`config.mk`:
```
export PLATFORM = sky130hd
export DESIGN_NAME = frame_ram_arbiter
export DESIGN_NICKNAME = d
export VERILOG_FILES = /design/src/rtl/frame_ram_pkg.sv /design/src/rtl/frame_ram_arbiter.sv
export SDC_FILE = /design/constraint.sdc
export NUM_CORES = 1
export LEC_CHECK = 0
export CAP_MARGIN = 25
export CORE_MARGIN = 2
export CORE_UTILIZATION = 40
export DETAILED_ROUTE_END_ITERATION = 8
export PLACE_DENSITY = 0.8
export SLEW_MARGIN = 40
export SYNTH_ARGS = -nofsm -noshare
export SYNTH_HDL_FRONTEND = slang
export SYNTH_SLANG_ARGS = --single-unit
```
`constraint.sdc`:
```
create_clock -name clk -period 1.9 [get_ports clk]
set_input_delay 0.38 -clock clk [delete_from_list [all_inputs] [get_ports clk]]
set_output_delay 0.38 -clock clk [all_outputs]
set_load 0.01 [all_outputs]
```
`src/rtl/frame_ram_pkg.sv`:
```
// frame_ram_pkg: shared widths and FSM state type for the frame RAM arbiter
package frame_ram_pkg;
    localparam int DEF_ADDR_W = 15;
    localparam int DEF_DATA_W = 8;
    typedef enum logic {IDLE = 1'b0, RD_WAIT = 1'b1} state_t;
endpackage

```
`src/rtl/frame_ram_arbiter.sv`:
```
// frame_ram_arbiter: shares one single-port frame RAM between a camera writer and a UART reader
module frame_ram_arbiter
    import frame_ram_pkg::*;
#(
    parameter int ADDR_W     = DEF_ADDR_W,
    parameter int DATA_W     = DEF_DATA_W,
    parameter int RD_LAT     = 1,
    parameter int STARVE_MAX = 4
) (
    input  logic              clk,
    input  logic              rst,
    input  logic              wr_req,
    input  logic [ADDR_W-1:0] wr_addr,
    input  logic [DATA_W-1:0] wr_data,
    output logic              wr_ack,
    input  logic              rd_req,
    input  logic [ADDR_W-1:0] rd_addr,
    output logic [DATA_W-1:0] rd_data,
    output logic              rd_valid,
    output logic [ADDR_W-1:0] ram_addr,
    output logic [DATA_W-1:0] ram_data,
    output logic              ram_wren,
    input  logic [DATA_W-1:0] ram_q,
    output logic              busy
);
    localparam int SW = $clog2(STARVE_MAX + 1);
    localparam int CW = $clog2(RD_LAT + 1);

    state_t        state;
    logic [SW-1:0] starve_cnt;
    logic [CW-1:0] lat_cnt;
    logic          wr_elig;
    logic          rd_elig;
    logic          starved;
    logic          wr_grant;
    logic          rd_grant;

    // Requests are ignored while their own handshake is high; the cycle after a
    // write grant is a recovery slot in which nothing is granted, so a held write
    // runs at one per two clocks and a pending read only wins once starved.
    always_comb begin
        wr_elig  = wr_req && !wr_ack;
        rd_elig  = rd_req && !rd_valid;
        starved  = rd_elig && (starve_cnt == SW'(STARVE_MAX));
        wr_grant = (state == IDLE) && wr_elig && !starved;
        rd_grant = (state == IDLE) && !wr_ack && rd_elig && !wr_grant;
    end

    // Count writes granted over a pending read; cleared by a read grant or when no read is pending.
    always_ff @(posedge clk or posedge rst) begin
        if (rst)
            starve_cnt <= '0;
        else if (!rd_req || rd_grant)
            starve_cnt <= '0;
        else if (wr_grant && starve_cnt != SW'(STARVE_MAX))
            starve_cnt <= starve_cnt + SW'(1);
    end

    // Grant FSM with registered RAM controls and handshakes.
    always_ff @(posedge clk or posedge rst) begin
        if (rst) begin
            state    <= IDLE;
            lat_cnt  <= '0;
            ram_addr <= '0;
            ram_data <= '0;
            ram_wren <= 1'b0;
            wr_ack   <= 1'b0;
            rd_data  <= '0;
            rd_valid <= 1'b0;
            busy     <= 1'b0;
        end else begin
            wr_ack   <= 1'b0;
            rd_valid <= 1'b0;
            ram_wren <= 1'b0;
            case (state)
                IDLE: begin
                    if (wr_grant) begin
                        ram_addr <= wr_addr;
                        ram_data <= wr_data;
                        ram_wren <= 1'b1;
                        wr_ack   <= 1'b1;
                    end else if (rd_grant) begin
                        ram_addr <= rd_addr;
                        lat_cnt  <= CW'(RD_LAT);
                        busy     <= 1'b1;
                        state    <= RD_WAIT;
                    end
                end
                RD_WAIT: begin
                    if (lat_cnt == '0) begin
                        rd_data  <= ram_q;
                        rd_valid <= 1'b1;
                        busy     <= 1'b0;
                        state    <= IDLE;
                    end else begin
                        lat_cnt <= lat_cnt - CW'(1);
                    end
                end
                default: state <= IDLE;
            endcase
        end
    end
endmodule

```
==> metrics.txt, run 1 <==
vias in the first global route=1480; worst clock skew=4.49 ps; pin count of the biggest net entering global routing=21; number of maximum-capacitance violations=0; Initial Util=a little over two fifths; Die Y=approximately 69 um; Mapped Nets=between 150 and 200; die span in x=approximately 70 um; Post-Layout Cell Count=about 270; endpoint kind of the worst setup timing path=register; count of hold buffers inserted by post-cts repair=0; Reg2Reg Depth=4; count of state elements after synthesis=39; H-Tree Depth=2; count of antenna-violating nets left after detailed routing=0; Routed wire per std cell=about 16 um; post-cts sizing count=0; run status=finished, final reports clean; Leakage Power=approximately 0.0011 uW; clock sink count=39; worst path required time=slightly above 2000 ps; Congestion Overflow GR=0; via-per-instance ratio=between 5 and 6; core area=0.00406 sq mm; slew at the pin closest to its max-slew limit=493 ps; overall power=~3800 uW; min-delay worst type=input pin to asynchronous set/reset pin; part of the cycle the worst path needs=between 90% and 100%; area of combinational cells with multiple inputs=between 600 and 700 sq um; reg-to-reg slack, setup=around 90 ps; largest buffer count on any clock path=2; count of flip-flops with a built-in enable after synthesis=0; worst setup path class=input pin to register; Finish-stage setup viols=0; top_reg_cell synth=dfrtp_1; final wirelength=around 4.3 mm; Seq. cell area=976 sq um; average size of a mapped cell=around 13 sq um; DP Cell Count=263; critical register-to-register path endpoint=ram_addr[3]; Achievable Freq=roughly 540 MHz; netlist area before placement=0.00170 sq mm; launch instance of the worst register-to-register path=state; Clk Latency, worst-skew pair=~280 ps; crit path launch type=input pin; NumNets Final=~270; Reg clk slew, reported paths=around 70 ps; Final Max Slew Viols=0; Period minus WS final=between 1500 and 2000 ps; DRC violation count after routing=0; layout cell share with drive strength beyond 1=18.5%; Synth-to-Final Area Change=59.6%; cts bufs inserted=5; First-pass DRT Iterations=4; DR iter-0 viols=between 100 and 150; Placer Congestion=approximately 0.86; RSZ-0062 raised after global routing=no; TritonCTS clock tree=done; fraction of registers with async set/reset=100%; worst voltage drop across the vdd grid=approximately 0.93 mV; Synth Instances=around 130; ports placed on the boundary=85; worst slack at placement=-280 ps; Port Buffers=84; CTS root buf=clkbuf_8; antenna violations before repair=0; min setup slack post-route=~38 ps; worst max-slew margin expressed relative to the limit=between 60% and 70%; Synth warnings=0; total via count after detailed routing=~1400; std cell rows=23; full die area=0.00479 sq mm; global-route wire length before repair=a little over 7 mm; total global routing track utilization=19.0%; post-CTS setup buffer count=0; half-perimeter wire length after placement=3.28 mm; worst path arrival time=a little over 2000 ps; number of fill cells in the layout=~290; largest fanout on the critical path=18; antenna diode instance count=0; number of different library cells in the post-synthesis netlist=28; Pwr Density=approximately 1400 mW/mm^2; Fin. Hold Viols=0; sequential-to-total area share from yosys stat=a little under three fifths
==> cells in the final DEF, fill, tap and decap left out, types with 3 or more instances in the layout <==
cell type         n
o221a_2           6
buf_4             7
dfrtp_1          39
nand2_1           4
clkbuf_8          5
clkdlybuf4s50_1  84
or3_1            15
inv_1             6
mux2_2           16
mux2i_1           3
o221a_1           9
==> cell usage after synthesis, types with 2 or more instances <==
library cell / number / area share [%]
o221a_1: 9 / 6.0
nor2b_1: 2 / 0.73
nand2_1: 4 / 0.88
o221a_2: 6 / 4.0
mux2i_1: 3 / 1.8
or2_1: 2 / 0.73
ha_1: 2 / 1.5
clkbuf_1: 3 / 0.66
buf_2: 2 / 0.59
nand3_1: 2 / 0.59
or3_1: 15 / 5.5
dfrtp_1: 39 / 57
inv_1: 6 / 1.3
mux2_2: 16 / 11
a21oi_1: 2 / 0.59
nor2_1: 2 / 0.44
buf_4: 3 / 1.3
==> report_power, final <==
part           leakage, uW  switching (uW)  total (uW)  internal [uW]
clock network    0.0000422             265         522            257
logic             0.000601             690        1840           1150
registers         0.000457             237        1450           1210
==> worst max path at each step <==
| stage | end | startpoint | slack, ps |
|---|---|---|---|
| after floorplan | ram_data[0] | ram_wren | 160 |
| after global placement | ram_addr[7] | wr_req | -210 |
| after detailed placement | ram_data[7] | wr_req | -280 |
| after CTS | ram_data[7] | wr_req | 30 |
| after global routing | ram_addr[0] | rd_req | 7 |
| final | ram_addr[3] | rd_req | 40 |
==> state kept, by name, indices dropped and copies added, names as in the netlist <==
name,count
state,1
busy,1
starve_cnt,3
lat_cnt,1
rd_valid,1
rd_data,8
ram_data,8
ram_addr,15
ram_wren,1
==> cell type report <==
| cell class | count | share of cell area, % |
|---|---|---|
| timing repair inverter | 1 | 0.276 |
| clock inverter | 1 | 0.184 |
| sequential | 39 | 35.9 |
| timing repair buffer | 93 | 33.7 |
| tap | 50 | 2.30 |
| multi-input combinational | 74 | 23.8 |
| clock buffer | 7 | 2.81 |
| inverter | 7 | 1.06 |
==> metal layers <==
| layer | track usage (%) | part of all wire [%] | up-vias |
|---|---|---|---|
| met2 | 32.3 | 51 | 54 |
| met3 | 6.69 | 6.1 | 8 |
| met1 | 21.5 | 41 | 654 |
| met5 | 0 | 0 | - |
| met4 | 8.06 | 2.2 | 0 |
| li1 | - | - | 658 |
==> metrics by stage <==
stage | hold slack [ps] | area, sq um | utilization [%] | setup TNS (ps)
floorplan | 491 | 1700 | - | 0
global placement | 488 | 2620 | 64.5 | -4810
detailed placement | 495 | 2620 | 64.5 | -6530
CTS | 443 | 2700 | 66.5 | 0
global route | 491 | 2720 | 67.0 | 0
finish | 443 | 2720 | 67.0 | 0
==> cells by family (layout without fill, tap and decap cells) <==
logic type      after synthesis  in the layout  synth area share [%]
flops                        39             39                  57.3
simple gates                 31             31                  11.2
compound gates               22             22                  12.8
mux                          19             19                  12.3
buf+inv                      16            109                  4.92
fa+ha+maj                     2              2                  1.47
==> worst max-delay path: stages <==
cell             delay [ps]
clkdlybuf4s50_1         480
or4b_1                  490
buf_6                   180
or3_1                   360
o221a_1                 140
(Power assumes the default switching activity.)
==> inputs of run 2 (changes only) <==
SETUP_SLACK_MARGIN = 0.02   (was not set)
==> metrics.txt, run 2 (same netlist as run 1, synthesis figures left out) <==
via-per-instance ratio=slightly above 5; Congestion Overflow GR=0; core area=0.00406 sq mm; Initial Util=between 40% and 50%; H-Tree Depth=2; ports placed on the boundary=85; antenna violations before repair=0; Port Buffers=84; vias in the first global route=about 1500; Synth-to-Final Area Change=59.8%; launch instance of the worst register-to-register path=state; Crit. Startpoint=wr_req; worst max-slew margin expressed relative to the limit=between 60 and 70%; run status=finished, final reports clean; share of total power consumed by net switching=a little under a third; worst slack at placement=-280 ps; clock sink count=39; worst path required time=just over 2000 ps; Reg clk slew, reported paths=70 ps; Period minus WS final=roughly 1900 ps; die span in x=approximately 69 um; count of antenna-violating nets left after detailed routing=0; most common library cell in the layout ignoring fill and taps=clkdlybuf4s50_1; area of combinational cells with multiple inputs=between 600 and 700 sq um; Regs by FF count=ram_addr (15), ram_data (8), rd_data (8); post-CTS setup buffer count=0; full die area=0.00479 sq mm; total global routing track utilization=about a fifth; layout cell share with drive strength beyond 1=between 10% and 20%; Placer Congestion=0.859; number of maximum-capacitance violations=0; std cell rows=23; DRC violation count after routing=0; Fin. Hold Viols=0; antenna diode instance count=0; DR iter-0 viols=106; worst setup path class=input pin to register; Leakage Power=roughly 0.0011 uW; Net Sw Power=approximately 1200 uW; global-route wire length before repair=between 7 and 8 mm; number of fill cells in the layout=slightly below 300; min setup slack post-route=approximately 40 ps; Comb power frac=48.3%; part of the cycle the worst path needs=between 90% and 100%; largest fanout on the critical path=4; number of flip-flops under the largest register name=15; Routed wire per std cell=about 16 um; First-pass DRT Iterations=4; worst path arrival time=roughly 2000 ps; RSZ-0062 raised after global routing=no; Finish-stage setup viols=0; internal power=approximately 2600 uW; endpoint kind of the worst setup timing path=register; pin count of the biggest net entering global routing=21; Post-Route Utilization=67.1%; TritonCTS clock tree=done; final wirelength=4.29 mm; Pwr Density=between 1000 and 1500 mW/mm^2; crit path launch type=input pin; half-perimeter wire length after placement=approximately 3.3 mm; hold slack=around 440 ps; Reg with most FFs=ram_addr; total via count after detailed routing=1373; sequential group share of total power=~38%; cts bufs inserted=5; min-delay worst type=input pin to asynchronous set/reset pin; worst clock skew=approximately 4 ps; final total negative setup slack=0 ps; most used cells in the layout excluding fill and tap cells=clkdlybuf4s50_1, dfrtp_1, mux2_2, or3_1, o221a_1; Seq. cell area=~980 sq um; Final Max Slew Viols=0; fraction of power consumed by the clock network=a little over an eighth; NumNets Final=approximately 270; worst voltage drop across the vdd grid=between 0.9 and 1 mV; largest buffer count on any clock path=2; Clk Latency, worst-skew pair=~280 ps; Die Y=about 70 um; Achievable Freq=about 540 MHz; slew at the pin closest to its max-slew limit=roughly 490 ps; CTS root buf=clkbuf_8
==> run 2: path summary, 6_finish.rpt <==
check,endpoint,slack [ps],depth (start not counted)
setup reg to reg,ram_addr[3],120,4
setup / recovery,ram_data[3],40,5
hold reg to reg,ram_data[0],510,1
hold / removal,rd_valid,440,3
max in group asynchronous,ram_addr[4],1250,3
min in group clk,ram_data[0],510,1
==> run 2: layer usage <==
metal	track usage, %	vias to the layer above	share of wire [%]
met5	0	-	0
li1	-	660	-
met3	6.69	8	6.1
met2	32.3	54	51
met1	21.5	651	41
met4	8.06	0	2.2
==> run 2: worst max-delay path, stage by stage <==
cell,delay (ps)
clkdlybuf4s50_1,500
or3b_4,400
or2_4,300
clkinvlp_4,110
mux2_2,340
==> run 2: metrics by stage <==
stage                     cells  power (uW)  instance area (sq um)
final                       272        3820                   2720
after global routing        272        4080                   2720
after CTS                   271        3830                   2700
after detailed placement    263        3290                   2620
after global placement      263        3220                   2620
after floorplan             129        2290                   1700
==> run 2: power by group through the flow <==
| stage | registers [uW] | logic [uW] | clock network [uW] |
|---|---|---|---|
| after global placement | 1440 | 1780 | 0 |
| final | 1450 | 1850 | 522 |
| after floorplan | 1600 | 695 | 0 |
| after CTS | 1450 | 1830 | 545 |
| after global routing | 1500 | 1990 | 587 |
| after detailed placement | 1470 | 1830 | 0 |
==> run 2: final cells by class <==
class	instances	area share, %
Clock buffer	7	2.80
Clock inverter	1	0.184
Inverter	7	1.06
Sequential cell	39	35.9
Timing Repair inverter	1	0.276
Tap cell	50	2.30
Timing Repair Buffer	93	33.7
Multi-Input combinational cell	74	23.9
==> run 2: repair_timing <==
action                     in CTS  in global routing
hold buffers                    0                  0
resized for setup               0                  4
setup endpoints to repair       0                 22
